[config.mk]
export PLATFORM = sky130hd
export DESIGN_NAME = instruction_fetch
export DESIGN_NICKNAME = d
export VERILOG_FILES = /design/src/rtl/fetch_pkg.sv /design/src/rtl/fetch_fifo.sv /design/src/rtl/instruction_fetch.sv
export SDC_FILE = /design/constraint.sdc
export NUM_CORES = 1
export LEC_CHECK = 0
export BUFFER_PORTS_ARGS = -buffer_cell sky130_fd_sc_hd__buf_2
export CELL_PAD_IN_SITES_DETAIL_PLACEMENT = 0
export CELL_PAD_IN_SITES_GLOBAL_PLACEMENT = 1
export CORE_ASPECT_RATIO = 1.1
export CORE_MARGIN = 5
export CORE_UTILIZATION = 55
export CTS_CLUSTER_SIZE = 8
export DETAILED_ROUTE_END_ITERATION = 7
export PLACE_DENSITY = 0.91
export REMOVE_ABC_BUFFERS = 1
export SLEW_MARGIN = 20
export SYNTH_ARGS = -nofsm -noshare
export SYNTH_HDL_FRONTEND = slang
export SYNTH_HIERARCHICAL = 1
export SYNTH_SLANG_ARGS = --single-unit
[constraint.sdc]
create_clock -name clk -period 7.5 [get_ports clk]
set_input_delay 1.5 -clock clk [delete_from_list [all_inputs] [get_ports clk]]
set_output_delay 1.5 -clock clk [all_outputs]
set_load 0.02 [all_outputs]
[src/rtl/fetch_pkg.sv]
// Shared types and constants for the RV32I instruction fetch stage.
package fetch_pkg;

   localparam int XLEN = 32;
   localparam logic [XLEN-1:0] NOP_INST = 32'h0000_0013;
   localparam logic [XLEN-1:0] DEFAULT_RESET_PC = 32'h0000_0000;

   typedef struct packed {
      logic [XLEN-1:0] inst;
      logic [XLEN-1:0] pc;
      logic            misalign;
   } fetch_entry_t;

endpackage

[src/rtl/fetch_fifo.sv]
// Synchronous FIFO with flush; head and count are registered state, 0-cycle read of head.
// Push is accepted when not full or when a pop happens in the same cycle; flush overrides push/pop.
module fetch_fifo #(
   parameter int WIDTH = 32,
   parameter int DEPTH = 4,
   localparam int AW = $clog2(DEPTH),
   localparam int CW = $clog2(DEPTH + 1)
) (
   input  logic             clk,
   input  logic             rst_n,
   input  logic             push,
   input  logic [WIDTH-1:0] push_data,
   input  logic             pop,
   input  logic             flush,
   output logic [WIDTH-1:0] head,
   output logic [CW-1:0]    count
);

   logic [WIDTH-1:0] mem [DEPTH];
   logic [AW-1:0]    wr_ptr;
   logic [AW-1:0]    rd_ptr;
   logic [CW-1:0]    cnt;
   logic             push_en;
   logic             pop_en;

   assign pop_en  = pop & (cnt != '0);
   assign push_en = push & ((cnt != CW'(DEPTH)) | pop_en);

   always_ff @(posedge clk or negedge rst_n) begin
      if (!rst_n) begin
         for (int i = 0; i < DEPTH; i++) mem[i] <= '0;
         wr_ptr <= '0;
         rd_ptr <= '0;
         cnt    <= '0;
      end else if (flush) begin
         wr_ptr <= '0;
         rd_ptr <= '0;
         cnt    <= '0;
      end else begin
         if (push_en) begin
            mem[wr_ptr] <= push_data;
            wr_ptr      <= wr_ptr + AW'(1);
         end
         if (pop_en) rd_ptr <= rd_ptr + AW'(1);
         if (push_en && !pop_en)      cnt <= cnt + CW'(1);
         else if (!push_en && pop_en) cnt <= cnt - CW'(1);
      end
   end

   assign head  = mem[rd_ptr];
   assign count = cnt;

endmodule

[src/rtl/instruction_fetch.sv]
// Fetch stage: PC, in-order imem requests, FIFO to decode (rsp in t -> out_valid in t+1); requests stall when buffered+in-flight reaches DEPTH.
// Optional IF_MISALIGN_CHECK_EN halts on a misaligned redirect and emits one flagged NOP entry.
module instruction_fetch
   import fetch_pkg::*;
#(
   parameter logic [XLEN-1:0] RESET_PC = DEFAULT_RESET_PC,
   parameter int              DEPTH    = 4
) (
   input  logic            clk,
   input  logic            rst_n,
   output logic            imem_req_valid,
   input  logic            imem_req_ready,
   output logic [XLEN-1:0] imem_req_addr,
   input  logic            imem_rsp_valid,
   input  logic [XLEN-1:0] imem_rsp_data,
   input  logic            redirect_valid,
   input  logic [XLEN-1:0] redirect_pc,
   output logic            out_valid,
   input  logic            out_ready,
   output logic [XLEN-1:0] out_inst,
`ifdef IF_MISALIGN_CHECK_EN
   output logic            out_misalign,
`endif
   output logic [XLEN-1:0] out_pc
);

   localparam int            CW      = $clog2(DEPTH + 1);
   localparam logic [CW-1:0] DEPTH_C = CW'(DEPTH);
   localparam int            EW      = $bits(fetch_entry_t);

   logic [XLEN-1:0] pc;
   logic [XLEN-1:0] target;
   logic [CW-1:0]   outstanding;
   logic [CW-1:0]   outstanding_nxt;
   logic [CW-1:0]   drop_cnt;
   logic [CW-1:0]   count;
   logic [CW-1:0]   unused_tag_count;
   logic [XLEN-1:0] tag_pc;
   logic            fire;
   logic            rsp_keep;
   logic            req_block;
   logic            out_push;
   fetch_entry_t    push_entry;
   fetch_entry_t    head_entry;
   logic [EW-1:0]   head_bits;

`ifdef IF_MISALIGN_CHECK_EN
   logic halted;
   logic mis_done;
   logic mis_push;

   assign target    = redirect_pc;
   assign req_block = halted;
   // The flagged entry waits until every stale response has been dropped.
   assign mis_push  = halted & ~mis_done & (drop_cnt == '0) & ~redirect_valid;
`else
   logic [1:0] unused_redirect_lsb;
   logic       unused_misalign;

   assign unused_redirect_lsb = redirect_pc[1:0];
   assign unused_misalign     = head_entry.misalign;
   assign target              = {redirect_pc[XLEN-1:2], 2'b00};
   assign req_block           = 1'b0;
`endif

   assign imem_req_valid = rst_n & ((count + outstanding) < DEPTH_C) & ~req_block;
   assign imem_req_addr  = pc;
   assign fire           = imem_req_valid & imem_req_ready;
   assign rsp_keep       = imem_rsp_valid & (drop_cnt == '0) & ~redirect_valid;

   always_comb begin
      outstanding_nxt = outstanding;
      if (fire && !imem_rsp_valid)      outstanding_nxt = outstanding + CW'(1);
      else if (!fire && imem_rsp_valid) outstanding_nxt = outstanding - CW'(1);
   end

   always_comb begin
      push_entry = '{inst: imem_rsp_data, pc: tag_pc, misalign: 1'b0};
      out_push   = rsp_keep;
`ifdef IF_MISALIGN_CHECK_EN
      if (mis_push) begin
         push_entry = '{inst: NOP_INST, pc: pc, misalign: 1'b1};
         out_push   = 1'b1;
      end
`endif
   end

   always_ff @(posedge clk or negedge rst_n) begin
      if (!rst_n) begin
         pc          <= RESET_PC;
         outstanding <= '0;
         drop_cnt    <= '0;
`ifdef IF_MISALIGN_CHECK_EN
         halted      <= 1'b0;
         mis_done    <= 1'b0;
`endif
      end else begin
         outstanding <= outstanding_nxt;
         if (redirect_valid) begin
            pc       <= target;
            // Everything still in flight after this cycle belongs to the old path.
            drop_cnt <= outstanding_nxt;
`ifdef IF_MISALIGN_CHECK_EN
            halted   <= (redirect_pc[1:0] != 2'b00);
            mis_done <= 1'b0;
`endif
         end else begin
            if (fire) pc <= pc + 32'd4;
            if (imem_rsp_valid && drop_cnt != '0) drop_cnt <= drop_cnt - CW'(1);
`ifdef IF_MISALIGN_CHECK_EN
            if (mis_push) mis_done <= 1'b1;
`endif
         end
      end
   end

   fetch_fifo #(.WIDTH(XLEN), .DEPTH(DEPTH)) u_tag_q (
      .clk       (clk),
      .rst_n     (rst_n),
      .push      (fire & ~redirect_valid),
      .push_data (pc),
      .pop       (rsp_keep),
      .flush     (redirect_valid),
      .head      (tag_pc),
      .count     (unused_tag_count)
   );

   fetch_fifo #(.WIDTH(EW), .DEPTH(DEPTH)) u_out_q (
      .clk       (clk),
      .rst_n     (rst_n),
      .push      (out_push),
      .push_data (push_entry),
      .pop       (out_ready),
      .flush     (redirect_valid),
      .head      (head_bits),
      .count     (count)
   );

   assign head_entry = fetch_entry_t'(head_bits);
   assign out_valid  = (count != '0);
   assign out_inst   = head_entry.inst;
   assign out_pc     = head_entry.pc;
`ifdef IF_MISALIGN_CHECK_EN
   assign out_misalign = head_entry.misalign;
`endif

endmodule

# Word level (Yosys, flattened, before mapping)
# Index checks and enable logic that the tools add are counted.
# op_classes
n_bitwise	16
n_mux	32
addsub	13
n_lt_le_gt_ge	7
eq_ne	2
reduce_logical	29
# ops
operator	n
260-bit bitwise mux	1
65-bit two-way mux	3
32-bit two-way mux	5
65-bit binary-select mux with 2-bit select	1
65-bit demux with 2-bit select	1
128-bit bitwise mux	1
32-bit binary-select mux with 2-bit select	1
32-bit demux with 2-bit select	1
32-bit by 3-bit adder with 32-bit output (second input constant)	1
3-bit two-way mux	10
2-bit two-way mux	8
3-bit nonzero test	5
3-bit >= comparator (second input constant)	4
2-bit NOT with 3-bit output	4
2-bit nonzero test	6
3-bit by 1-bit subtractor with 3-bit output (second input constant)	4
3-bit by 1-bit adder with 3-bit output (second input constant)	3
1-bit AND	9
1-bit logical AND	9
2-bit by 1-bit adder with 2-bit output (second input constant)	4
1-bit zero test	6
3-bit by 1-bit < comparator with 1-bit output (second input constant)	2
3-bit inequality test (second input constant)	2
2-bit AND reduction	2
5 further kinds	6
# word_totals
input_bits	70
regBits	440

# Logic depth before layout (Yosys ltp)
# depth
depth_word	11
mapped_depth	12
ltp_nobuf	12

# Hierarchy
# Netlist, hierarchy kept.
# by_module_without_submodules
module	area_each_um2	cells_each	n_inst	seq_area_each_um2
fetch_fifo (u_out_q)	12441.9	680	1	6681.4
fetch_fifo (u_tag_q)	6020.8	360	1	3378.2
instruction_fetch	2378.5	260	1	900.9

# Worst setup path after synthesis
# OpenSTA, ideal clock, no wires.
# synth_timing
kind	input-to-reg
from	input port redirect_valid
to	register u_out_q.cnt[1], in the netlist u_out_q/count[1]
cell_stages	11
required_ns	7.396
t_arrival_ns	4.146
slack_ns	3.250
path_buffers	3
path_cell_list	clkbuf_1 clkbuf_1 nor4_1 buf_2 nand2b_1 nor2_1 fa_1 o21bai_1 a31oi_1 o21ai_0 a221oi_1
# synth_via
elab_chain_len	6
# synth_rtl
element	line	rtl
from (decl)	instruction_fetch.sv:16	input logic redirect_valid,
1-bit NOT (no line) *	-	
1-bit AND *	instruction_fetch.sv:69	assign rsp_keep = imem_rsp_valid & (drop_cnt == '0) & ~redirect_valid;
via out_push	instruction_fetch.sv:42	logic out_push;
1-bit AND *	fetch_fifo.sv:27	assign push_en = push & ((cnt != CW'(DEPTH)) | pop_en);
1-bit logical AND / 1-bit zero test (equally long branches)	fetch_fifo.sv:45, fetch_fifo.sv:46	
3-bit two-way mux / 1-bit logical AND (equally long branches)	fetch_fifo.sv:45, fetch_fifo.sv:46	
3-bit two-way mux / 3-bit nonzero test (equally long branches)	-	
to (signal assigned)	fetch_fifo.sv:45	if (push_en && !pop_en) cnt <= cnt + CW'(1);
to (signal assigned)	fetch_fifo.sv:46	else if (!push_en && pop_en) cnt <= cnt - CW'(1);
to (decl)	fetch_fifo.sv:22	logic [CW-1:0] cnt;
# The timed path passes the listed nets; every way through them passes the cells marked *.
# A chain may end at the register's enable or synchronous reset.

# Worst setup path after layout
# layout_timing
from	register u_out_q.rd_ptr[0]
to	output port out_inst[11]
# layout_via
elab_chain_len	4
# layout_rtl
element	line	rtl
from (decl)	fetch_fifo.sv:21	logic [AW-1:0] rd_ptr;
from (signal assigned)	fetch_fifo.sv:44	if (pop_en) rd_ptr <= rd_ptr + AW'(1);
2-bit NOT with 3-bit output (not written as such)	fetch_fifo.sv:50	assign head = mem[rd_ptr];
65-bit binary-select mux with 2-bit select	fetch_fifo.sv:50	
65-bit two-way mux (not written as such) (2 in a row)	fetch_fifo.sv:50	
to (decl)	instruction_fetch.sv:20	output logic [XLEN-1:0] out_inst,
# No other way between the ends. The select of a mux whose other input is x is not followed.

==> results by stage <==
Critical path:
- The startpoint of the worst setup timing path is u_out_q/rd_ptr[0]$_DFFE_PN0P_.
- The startpoint identified for the worst register-to-register timing path is u_out_q/count[1]$_DFFE_PN0P_.
- The reg2reg setup slack is 3.58 ns.
- Measured in cells, the most critical reg-to-reg path has a length of 11.
- The cell with the largest stage delay on the worst path is sky130_fd_sc_hd__dfrtp_4.
- The critical path is of the flip-flop to output port type.
- Traced cell by cell, the critical path runs through buf_4, mux4_2, buf_2.
- The nature of the critical path startpoint is a flip-flop.
- The endpoint identified for the worst register-to-register timing path is u_tag_q/count[1]$_DFFE_PN0P_.
- The sort of element at the end of the critical path is an output port.
- The critical path contains buffers and inverters numbering 2 combined.
- The kind of cell with the highest combined delay along the critical path is flip-flops.
- The critical path required time is 6.00 ns.
- For the worst setup path, the data arrival time is 3.03 ns.
- On the worst path, the slowest cell contributes a delay of 1.01 ns.
- The largest fanout of any net on the critical path is 38.

Global routing:
- The number of global-route vias before repair is between 10000 and 15000.
- The remaining global-route overflow is 0.
- met2 is the most crowded layer.
- Entering global routing, the biggest net connects around 200 pins.
- The global-route track usage on met3 is 0.03440.
- For met1 alone, demand over resource in global routing was 0.2963.
- The global-route track usage on met2 is 0.3732.
- For this run, the total global-route usage over all layers was measured as 0.2196.
- The number of antenna violations at the first check in global routing came to 1.
- The wire length of the first global-routing pass is approximately 73 mm.

Routing:
- The vias after detailed routing is ~12000.
- The routed via count divided by cell count is 5.913.
- The count of nets left with antenna violations once routing finished came out at 0.
- Before antenna repair, the detailed router went through 5 iterations.
- In this run, the number of DRC markers left after iteration 0 of detailed routing was 549.
- The mean routed wirelength per cell is 22.94 um.
- The overall routed net length is around 45 mm.
- The residual DRC count is 0.

Synthesis:
- Synthesis produced a netlist whose cell count is roughly 1300.
- The cell area after synthesis is approximately 21000 sq um.
- The number of warnings issued by yosys is 6.
- Each instance of the synthesized netlist takes up on average 16.01 sq um.

Timing:
- Setup violations remaining at the end of the flow were counted as 0.
- Headroom to the max-slew limit came out at 0.3036.
- The number of hold-slack violations in the final timing report came to 0.
- Counting I/O delays and the setup requirement, the final critical path takes roughly 4.5 ns.
- The transition at the pin with the smallest max-transition slack is about 1.0 ns.
- Setup repair after global routing left no endpoint under its margin.
- Dividing the final minimum period by the clock period gives 0.6042.
- The final-layout setup total negative slack is 0 ns.
- Clock skew on the completed layout was measured at 0.01633 ns.
- The number of max-slew violations in the final report is 0.
- The fmax is ~0.22 GHz.

Floorplanning:
- The count of standard-cell rows is 74.
- For this configuration, the core starts out at a cell density of 0.5567.
- The height of the chip is ~210 um.
- The width of the die is about 190 um.
- The standard cell core area is 37130 sq um.
- The die covers between 40000 and 50000 sq um.
- Pin placement for this block handled ~170 I/O pins.

Min path:
- The class of the tightest hold or removal check is flip-flop to flip-flop.
- In this run the most critical hold path is launched from u_out_q/mem[245]$_DFFE_PN0P_.
- For hold timing, the worst endpoint is u_out_q/mem[245]$_DFFE_PN0P_.
- Along the worst hold path, the cell count comes to 1.

Clock network:
- The cell chosen for the clock root is sky130_fd_sc_hd__clkbuf_16.
- The number of gates given a new drive strength after cts is 0.
- Clock tree synthesis inserted a total of 60 buffers.
- In this run, post-CTS hold repair placed 0 buffers.
- The later pin in the worst-skew pair is clocked with a latency of just under 0.6 ns.
- The count of H-tree levels built during CTS is 2.
- The clock tree from TritonCTS is yes.
- Clock-pin slew was measured on the worst setup and hold paths at approximately 0.060 ns.
- The number of buffers inserted to repair setup after CTS is 0.
- The TritonCTS sink count is roughly 430.
- The clock passes through at most 3 buffers.

Final layout:
- The core occupancy in the finished layout is 0.6286.
- The total of fill cells in the finished design is 2678.
- The number of nets in the layout is approximately 1500.
- The layout overhead on the synthesized area is 12.91%.
- The share of final-layout standard cells stronger than drive strength 1 is 0.5068.
- The repair_antennas step left the layout with diodes totalling 0.

Place:
- The quantity of I/O buffers inserted on ports is roughly 160.
- The congestion estimate from routability-driven global placement came to around 0.8.
- Once detailed placement completed, the half-perimeter wirelength came to 27.58 mm.

Power:
- The peak ir drop on the vdd network is around 0.00019 V.
- For this design the static power due to leakage is 11.63 nW.
- For this design the ratio of total power to cell area is around 310 nW/um^2.

Status:
- The flow ran to the end, and the final reports show no timing, DRC or antenna violations.

Flow run:
- The tool flagged a number of max-cap violations equal to 0.
## placed cells by master, fill, tap and decap left out, types with 5 or more instances in the layout
cell                        instances
sky130_fd_sc_hd__nor3_1             6
sky130_fd_sc_hd__nand4_1            8
sky130_fd_sc_hd__mux2i_1            5
sky130_fd_sc_hd__dfrtp_1          431
sky130_fd_sc_hd__xor2_1            17
sky130_fd_sc_hd__mux2_2           192
sky130_fd_sc_hd__a31oi_1            9
sky130_fd_sc_hd__o31ai_1            7
sky130_fd_sc_hd__o21ai_0           29
sky130_fd_sc_hd__inv_1             18
sky130_fd_sc_hd__conb_1            10
sky130_fd_sc_hd__mux2_1            20
sky130_fd_sc_hd__nand2_1           42
sky130_fd_sc_hd__buf_4             15
sky130_fd_sc_hd__or3_1              5
sky130_fd_sc_hd__ha_1              14
sky130_fd_sc_hd__buf_2            162
sky130_fd_sc_hd__xnor2_1           19
sky130_fd_sc_hd__nand3_1           16
sky130_fd_sc_hd__nor2_1            28
sky130_fd_sc_hd__mux4_2            96
sky130_fd_sc_hd__clkbuf_16         61
sky130_fd_sc_hd__mux2_4           179
## cell type report
type	instances	area, sq um	area share
Inverter	20	75.07	0.003217
Multi-Input combinational cell	764	9199	0.3941
Tap cell	494	618.1	0.02648
Timing Repair Buffer	182	1017	0.04359
Clock inverter	3	26.28	0.001126
Clock buffer	63	1534	0.06573
Sequential cell	434	10870	0.4657
## worst register-to-register path, delay by kind of cell, from the launching register on
family	cells	cell delay, ns
AND/OR/NAND/NOR	3	1.26
adder cells (fa/ha/maj)	2	0.79
flip-flops	1	0.45
XOR/XNOR	1	0.25
AO/OA/AOI/OAI	5	1.07
## how the worst max path moves through the flow
stage / to / slack (ns) / cells past startpoint
floorplan: u_out_q/mem[100]$_DFFE_PN0P_ / 1.82 / 5
global placement: u_tag_q/count[1]$_DFFE_PN0P_ / 2.85 / 10
detailed placement: u_tag_q/count[1]$_DFFE_PN0P_ / 2.72 / 10
CTS: out_inst[0] / 2.85 / 3
global route: out_inst[0] / 2.70 / 3
finish: out_inst[11] / 2.97 / 3
## routing by layer
layer,vias up,part of all wire
met5,-,0.00016
met4,2,0.029
met3,95,0.041
met2,278,0.50
met1,6150,0.43
li1,5064,-
## flip-flops by register name (all words and copies together), names as in the netlist
signal	count
u_tag_q/mem	128
u_out_q/count	3
u_tag_q/rd_ptr	2
u_tag_q/wr_ptr	2
drop_cnt	3
u_out_q/wr_ptr	2
u_out_q/mem	256
u_out_q/rd_ptr	2
outstanding	3
u_tag_q/count	3
imem_req_addr	30
## metrics by stage
stage | instances | hold WS (ns) | instance area [sq um] | worst slack, ns | power [mW]
after floorplan | 1218 | 0.4592 | 20100 | 1.825 | 4.379
after global placement | 1892 | 0.4680 | 21730 | 2.849 | 4.908
after detailed placement | 1892 | 0.4799 | 21730 | 2.725 | 4.993
after CTS | 1958 | 0.4905 | 23290 | 2.849 | 7.364
after global routing | 1960 | 0.5053 | 23340 | 2.699 | 7.633
final | 1960 | 0.4865 | 23340 | 2.968 | 7.278
## power breakdown
group          switching [mW]  internal, mW  leakage, nW
clock                   0.915          1.41        0.767
sequential              0.318          2.70         5.87
combinational           0.961         0.971         4.99
total                    2.19          5.08         11.6
(Power assumes the default switching activity.)
